**src/rtl/poseidon2_pkg.sv**
```systemverilog
// rtl/poseidon2_pkg.sv - shared types and constants for the Poseidon2 hash initiator
package poseidon2_pkg;

    localparam int ELEM_W    = 256;
    localparam int DIGEST_W  = 256;
    localparam int MAX_ELEMS = 15;

    typedef logic [ELEM_W-1:0]   elem_t;
    typedef logic [DIGEST_W-1:0] digest_t;

    typedef enum logic [2:0] {
        ST_IDLE,
        ST_COLLECT,
        ST_START,
        ST_FEED,
        ST_WAIT,
        ST_RESULT
    } init_state_e;

    typedef enum logic [1:0] {
        HASH_OK         = 2'd0,
        HASH_OVERFLOW   = 2'd1,
        HASH_TIMEOUT    = 2'd2,
        HASH_EARLY_DONE = 2'd3
    } hash_err_e;

endpackage

```
**src/rtl/poseidon2_msg_buf.sv**
```systemverilog
// rtl/poseidon2_msg_buf.sv - message element buffer with write pointer and read index
module poseidon2_msg_buf
    import poseidon2_pkg::*;
#(
    parameter int ELEM_W = poseidon2_pkg::ELEM_W,
    parameter int DEPTH  = poseidon2_pkg::MAX_ELEMS
) (
    input  logic              clk,
    input  logic              wr_en,
    input  logic [3:0]        wr_ptr,
    input  logic [ELEM_W-1:0] wr_data,
    input  logic [3:0]        rd_idx,
    output logic [ELEM_W-1:0] rd_data
);

    logic [ELEM_W-1:0] mem [DEPTH];

    // Element storage carries no reset; only the counters in the top qualify it.
    always_ff @(posedge clk) begin
        if (wr_en && (32'(wr_ptr) < DEPTH)) begin
            mem[wr_ptr] <= wr_data;
        end
    end

    assign rd_data = (32'(rd_idx) < DEPTH) ? mem[rd_idx] : '0;

endmodule

```
**src/rtl/poseidon2_hash_initiator.sv**
```systemverilog
// rtl/poseidon2_hash_initiator.sv - collects a message, drives the Poseidon2 core, returns the digest
module poseidon2_hash_initiator
    import poseidon2_pkg::*;
#(
    parameter int ELEM_W    = poseidon2_pkg::ELEM_W,
    parameter int MAX_ELEMS = poseidon2_pkg::MAX_ELEMS,
    parameter int TIMEOUT   = 4096
) (
    input  logic              clk,
    input  logic              rst,
    input  logic              in_valid,
    output logic              in_ready,
    input  logic [ELEM_W-1:0] in_data,
    input  logic              in_last,
    output logic              res_valid,
    input  logic              res_ready,
    output digest_t           res_hash,
    output logic [3:0]        res_size,
    output logic [1:0]        res_err,
    output logic              core_start,
    output logic [3:0]        core_size,
    output logic              core_elem_valid,
    input  logic              core_elem_ready,
    output logic [ELEM_W-1:0] core_elem_data,
    input  logic              core_done,
    input  digest_t           core_hash
);

    localparam int TW = $clog2(TIMEOUT);

    init_state_e       state, state_nx;
    logic [3:0]        cnt, idx;
    logic [TW-1:0]     tcnt;
    hash_err_e         err;
    digest_t           hash_q;
    logic              done_q;
    logic              done_rise, in_hs, elem_hs, tmo, last_idx, full_hit;
    logic [ELEM_W-1:0] rd_data;

    assign done_rise = core_done && !done_q;
    assign in_hs     = in_valid && in_ready;
    assign elem_hs   = core_elem_valid && core_elem_ready;
    assign tmo       = (tcnt == TW'(TIMEOUT - 1));
    assign last_idx  = (idx == cnt - 4'd1);
    assign full_hit  = (cnt == 4'(MAX_ELEMS - 1));

    poseidon2_msg_buf #(.ELEM_W(ELEM_W), .DEPTH(MAX_ELEMS)) u_buf (
        .clk     (clk),
        .wr_en   (in_hs),
        .wr_ptr  (cnt),
        .wr_data (in_data),
        .rd_idx  (idx),
        .rd_data (rd_data)
    );

    assign res_hash       = hash_q;
    assign res_size       = cnt;
    assign res_err        = err;
    assign core_size      = cnt;
    assign core_elem_data = (state == ST_FEED) ? rd_data : '0;

    // State register.
    always_ff @(posedge clk or posedge rst) begin
        if (rst) begin
            state <= ST_IDLE;
        end else begin
            state <= state_nx;
        end
    end

    // Next-state and handshake outputs; done beats timeout beats the last feed handshake.
    always_comb begin
        state_nx        = state;
        in_ready        = 1'b0;
        core_start      = 1'b0;
        core_elem_valid = 1'b0;
        res_valid       = 1'b0;
        case (state)
            ST_IDLE, ST_COLLECT: begin
                in_ready = !rst;
                if (in_hs) begin
                    if (in_last || full_hit) begin
                        state_nx = ST_START;
                    end else begin
                        state_nx = ST_COLLECT;
                    end
                end
            end
            ST_START: begin
                core_start = 1'b1;
                state_nx   = ST_FEED;
            end
            ST_FEED: begin
                core_elem_valid = 1'b1;
                if (done_rise || tmo) begin
                    state_nx = ST_RESULT;
                end else if (core_elem_ready && last_idx) begin
                    state_nx = ST_WAIT;
                end
            end
            ST_WAIT: begin
                if (done_rise || tmo) begin
                    state_nx = ST_RESULT;
                end
            end
            ST_RESULT: begin
                res_valid = 1'b1;
                if (res_ready) begin
                    state_nx = ST_IDLE;
                end
            end
            default: state_nx = ST_IDLE;
        endcase
    end

    // Counters, sticky first error, digest capture and done edge tracking.
    always_ff @(posedge clk or posedge rst) begin
        if (rst) begin
            cnt    <= '0;
            idx    <= '0;
            tcnt   <= '0;
            err    <= HASH_OK;
            hash_q <= '0;
            done_q <= 1'b0;
        end else begin
            done_q <= core_done;
            case (state)
                ST_IDLE, ST_COLLECT: begin
                    if (in_hs) begin
                        cnt <= cnt + 4'd1;
                        if (!in_last && full_hit) begin
                            err <= HASH_OVERFLOW;
                        end
                    end
                end
                ST_START: begin
                    tcnt <= '0;
                end
                ST_FEED, ST_WAIT: begin
                    if (!(&tcnt)) begin
                        tcnt <= tcnt + 1'b1;
                    end
                    if ((state == ST_FEED) && elem_hs) begin
                        idx <= idx + 4'd1;
                    end
                    if (done_rise) begin
                        hash_q <= core_hash;
                        if ((state == ST_FEED) && (err == HASH_OK)) begin
                            err <= HASH_EARLY_DONE;
                        end
                    end else if (tmo) begin
                        hash_q <= '0;
                        if (err == HASH_OK) begin
                            err <= HASH_TIMEOUT;
                        end
                    end
                end
                ST_RESULT: begin
                    if (res_ready) begin
                        cnt <= '0;
                        idx <= '0;
                        err <= HASH_OK;
                    end
                end
                default: ;
            endcase
        end
    end

endmodule
```
**config.mk**
```make
export PLATFORM = sky130hd
export DESIGN_NAME = poseidon2_hash_initiator
export DESIGN_NICKNAME = d
export VERILOG_FILES = /design/src/rtl/poseidon2_pkg.sv /design/src/rtl/poseidon2_msg_buf.sv /design/src/rtl/poseidon2_hash_initiator.sv
export SDC_FILE = /design/constraint.sdc
export NUM_CORES = 2
export LEC_CHECK = 0
export ABC_CLOCK_PERIOD_IN_PS = 38300
export CAP_MARGIN = 20
export CELL_PAD_IN_SITES_DETAIL_PLACEMENT = 1
export CELL_PAD_IN_SITES_GLOBAL_PLACEMENT = 2
export CORE_AREA = 2 2 664 666
export DETAILED_ROUTE_END_ITERATION = 10
export DIE_AREA = 0 0 666 668
export PLACE_DENSITY_LB_ADDON = 0.1
export SLEW_MARGIN = 20
export SYNTH_ARGS = -nofsm -noshare
export SYNTH_HDL_FRONTEND = slang
export SYNTH_SLANG_ARGS = --single-unit
```
**constraint.sdc**
```tcl
create_clock -name clk -period 38.3 [get_ports clk]
set_clock_uncertainty 0.15 [all_clocks]
set_input_delay 9.575 -clock clk [delete_from_list [all_inputs] [get_ports clk]]
set_output_delay 9.575 -clock clk [all_outputs]
set_load 0.03 [all_outputs]
```
Word level (Yosys, flattened, before mapping)
Memories as Yosys holds them, arrays and structs flattened.
Cells that the tools add are included.
Cells by class
  reductions and logical operators: 29
  muxes and demuxes: 32
  add/subtract/negate cells: 4
  equal/unequal tests: 18
  $lt $le $gt $ge: 2
Operator list (number)
  $mux 256: 4
  $pmux 12 s2: 1
  $mux 2: 8
  $pmux 4 s2: 2
  $mux 3: 5
  $pmux 3 s5: 1
  $add 12x1->12 const B: 1
  $eq 12x12->1 const B: 1
  $mux 12: 1
  $mux 4: 3
  $ne 3x3->1 const B: 4
  $reduce_and 12->1: 1
  $ne 2x2->1 const B: 5
  $add 4x1->4 const B: 2
  $logic_and 1x1->1: 8
  $lt 4x4->1 const B: 2
  $reduce_bool 2->1: 4
  $reduce_and 7->1: 1
  $eq 3x2->1 const B: 2
  $eq 3x3->1 const B: 2
  $mux 1: 6
  $pmux 2 s3: 1
  $reduce_and 3->1: 2
  $eq 4x4->1: 1
  other kinds (12): 17
Storage, ports and cells
  flip-flop bits (word level): 282
  memories kept: 1
  bits in writable memories: 3840
  bits of input ports: 519
Memories
  u_buf.mem: depth 15, width 256, read ports 1, clocked after Yosys merged registers in 0, write ports 1, RTL line poseidon2_msg_buf.sv:16  | logic [ELEM_W-1:0] mem [DEPTH];

Depth between registers and ports, before layout
  depth in word-level cells: 7
  gate-level depth with buffers: 10
  gate-level depth less buffers: 7

Modules after synthesis
A second synthesis with hierarchy kept.
Unflattened totals
  cells, all modules: 7544
  area total of the unflattened synthesis: 160101.0 µm²
Modules (own cells, without submodules)
  poseidon2_msg_buf: cells each 6511, times used 1, area an instance 147702.9 µm²
  poseidon2_hash_initiator: cells each 1033, times used 1, area an instance 12398.1 µm²

Worst setup path after synthesis
No wires, ideal clock.
  path kind: input-to-reg
  start: input port rst
  end: memory u_buf.mem[12][0] (enable)
  buffers on the path: 0
  setup slack: -3.940 ns
  stages: 4
  data required time: 36.645 ns
  data arrival time: 40.584 ns
  path through: inv_1 -> and3_1 -> nand2_1 -> nor4bb_1
Between the ends
  longest elaborated chain between the ends: 6
Ends and longest elaborated chain
  start: declaration: RTL line poseidon2_hash_initiator.sv:10  | input logic rst,
  $logic_not 1->1 (no source line)
  $mux 1: RTL line poseidon2_hash_initiator.sv:78  | case (state)
  $logic_and 1x1->1: RTL line poseidon2_hash_initiator.sv:41  | assign in_hs = in_valid && in_ready;
  $logic_and 1x1->1: RTL line poseidon2_msg_buf.sv:20  | if (wr_en && (32'(wr_ptr) < DEPTH)) begin
  $mux 1: RTL line poseidon2_msg_buf.sv:20
  $mux 1 (not written as such): RTL line poseidon2_msg_buf.sv:21  | mem[wr_ptr] <= wr_data;
  end: declaration: RTL line poseidon2_msg_buf.sv:16
Every way passes these cells.

Final worst setup path
  start: input port rst
  end: output port in_ready
Between the ends
  longest elaborated chain between the ends: 2
Ends and longest elaborated chain
  $logic_not 1->1 (no source line)
  $mux 1: RTL line poseidon2_hash_initiator.sv:78
  end: declaration: RTL line poseidon2_hash_initiator.sv:12  | output logic in_ready,
Every way passes these cells.

==> metrics <==
Net Sw Power about 3900 µW; crit-path max FO 3; DR WL/cell approximately 32 µm; Routed WL roughly 460 mm; Syn Area/Cell roughly 22 µm²; ratio of cells with drive above 1 in the final layout 0.2061; Yosys reg bits slightly above 4000; post-CTS resize count 0; worst-skew pair later-pin latency roughly 1000 ps; fmax roughly 48 MHz; global-route usage over all layers 0.2049; largest area contributor in the netlist edfxtp_1; clk sinks roughly 4100; vias in the first global route 82650; CTS tree done; M2 GR Usage 0.3462; M1 GR Usage 0.2714; reg2reg end u_buf.mem[11][163]; Num CTS Buffers between 400 and 500; most frequent cells in the layout edfxtp_1 (3840), clkdlybuf4s50_1 (1044), mux4_2 (1008); Hold Path Sink res_hash[139]; post-layout min period about 21000 ps; maximum VDD drop 0.00005894 V; YS warnings 0; Netlist cell types 45; antenna violations before repair between 100 and 150; first-pass GRT wire length between 600 and 700 mm; Mapped Nets 7565; Slew Limit Fails 0; WS Path Type in2out; worst hold path type reg2reg; depth of the CTS H-tree 5; area delta synth->final 20.11%; Hold Path Stages 1; core area approximately 440000 µm²; sequential cell area 122400 µm²; GPL Wtd Cong 0.8999; r2r worst-path depth 8; RSZ-0062 raised after global routing false; Iteration-0 DRC Markers about 6200; asr flop ratio synth 0.06841; Die ar. 444900 µm²; top cell type's share of synthesized area 0.7342; Max-cap violations 0; vias per cell around 5.3; hold_sp res_hash[139]; Gate power share 0.268; relative slew slack 0.1951; final setup violation count 0; DIE HEIGHT between 600 and 700 µm; number of remaining DRC errors 0; grt met3 use 0.04429; CP Capture Type primary output; Clock Tree Root clkbuf_16; Pint 9227 µW; placed inst area around 170000 µm²; Port Buffer Count 1044; Layout fillers ~40000; data required time of the worst path ~29000 ps; number of flops mapped to enable cells by yosys around 3800; global routing's busiest layer met2; num rows between 200 and 250; Slew @ Worst Pin about 1200 ps; reg2reg setup slack 32360 ps; Reg clk slew, reported paths around 60 ps; period utilization 0.5466; total congestion overflow 0; via count between 70000 and 80000; Fin. Hold Viols 0; arrival time worst endpoint about 11000 ps; most used flip-flop cell after synthesis edfxtp_1; area of the mapped netlist roughly 160000 µm²; io pins about 1000; fin area 188600 µm²; chip width roughly 670 µm; most common cell after layout, fill and taps aside edfxtp_1; Post-CTS Hold Fix Bufs 0; status finished, final reports clean; critical path startpoint category input pin; setup_tns 0 ps; Leak just under 0.06 µW; sequential fraction of the synthesis area 0.7792; Final nets about 9000; Multi-input gate area 32840 µm²; clock buffer depth 4; ANT nets after route 0; HPWL Detailed approximately 250 mm; fin util 0.4314; largest net degree at the start of global routing roughly 200; Initial DRT Pass Iterations 5; sequential power share 0.410; Crit Reg-Reg Startpoint state[1]; Sw Ratio 0.2951; Area contributors post-synth edfxtp_1 (73%), mux4_2 (14%), dfrtp_1 (4.5%); Initial Util 0.3592; post-CTS setup buffers 0; pwr/cell area approximately 69 nW/µm²; Clock Power Share 0.321; Synth Instances around 7000
-- how the worst max path moves through the flow --
stage               startpoint               end  slack [ps]  cells past startpoint
floorplan                  rst  u_buf.mem[12][0]       -3940                      4
global placement           rst          in_ready       17490                      3
detailed placement         rst          in_ready       17390                      3
CTS                        rst          in_ready       17390                      3
global route               rst          in_ready       17370                      3
finish                     rst          in_ready       17370                      3
-- Yosys cell counts, types with 8 or more instances --
cell and instances:
nor2_1 20, buf_4 47, o21ai_0 68, xor2_1 8, mux2i_1 273, o21ai_1 205, a22o_1 257, and2_1 13
buf_1 47, a211oi_1 33, buf_2 97, nand3_1 14, dfrtp_1 282, clkbuf_1 218, mux4_2 1008, nand2_1 270
nor2b_1 257, inv_1 8, edfxtp_1 3840
-- metal layers --
layer	vias up	share of wire	wire, µm
met5	-	0.00080	371
met4	62	0.024	11000
met3	707	0.057	26360
met2	1893	0.50	229200
met1	42250	0.42	195200
li1	31960	-	-
-- logic make-up (layout without fill, tap and decap cells) --
logic type	count (synthesis)	in the layout	share of synthesized area
buffers and inverters	423	2041	0.01229
xor gates and xnor gates	14	14	0.0008684
other	0	31	0
adders and majority gates	6	6	0.0004780
AOI/OAI and AO/OA	584	584	0.02554
and+or+nand+nor	610	610	0.01969
DFF	4122	4122	0.7792
muxes	1281	1281	0.1620
-- critical path, cell delays in order --
cell	delay (ps)
clkdlybuf4s50_1	600
nor3_1	300
clkdlybuf4s50_1	730
-- power by group through the flow --
stage	registers (µW)	clock network [µW]	logic, µW
3_5_place_dp	5460	0	3590
2_1_floorplan	5690	0	2070
5_1_grt	5400	4480	3750
6_report	5370	4210	3510
4_1_cts	5370	4330	3610
3_3_place_gp	5450	0	3590
-- through the flow --
step	power (µW)	hold slack, ps	cells	worst slack [ps]
final	13090	353.6	14450	17370
after global routing	13630	367.6	14430	17370
after CTS	13310	357.3	14420	17390
after detailed placement	9058	339.8	13580	17390
after global placement	9036	338.3	13580	17490
after floorplan	7760	331.3	7040	-3940
-- sequential cells by signal, summed over array words and instances (netlist names) --
register   cells
u_buf.mem   3840
tcnt          12
done_q         1
res_err        2
state          3
idx            4
res_hash     256
core_size      4
-- area by class of cell --
cell class                 instances  share of cell area
timing repair buffer            1197             0.06308
clock inverter                   249             0.01039
multi-input combinational       2495              0.1741
sequential                      4122              0.6488
inverter                           8           0.0001990
antenna                           31           0.0004112
tap                             5757             0.03819
clock buffer                     587             0.06484
Power figures use the tool's default switching activity.
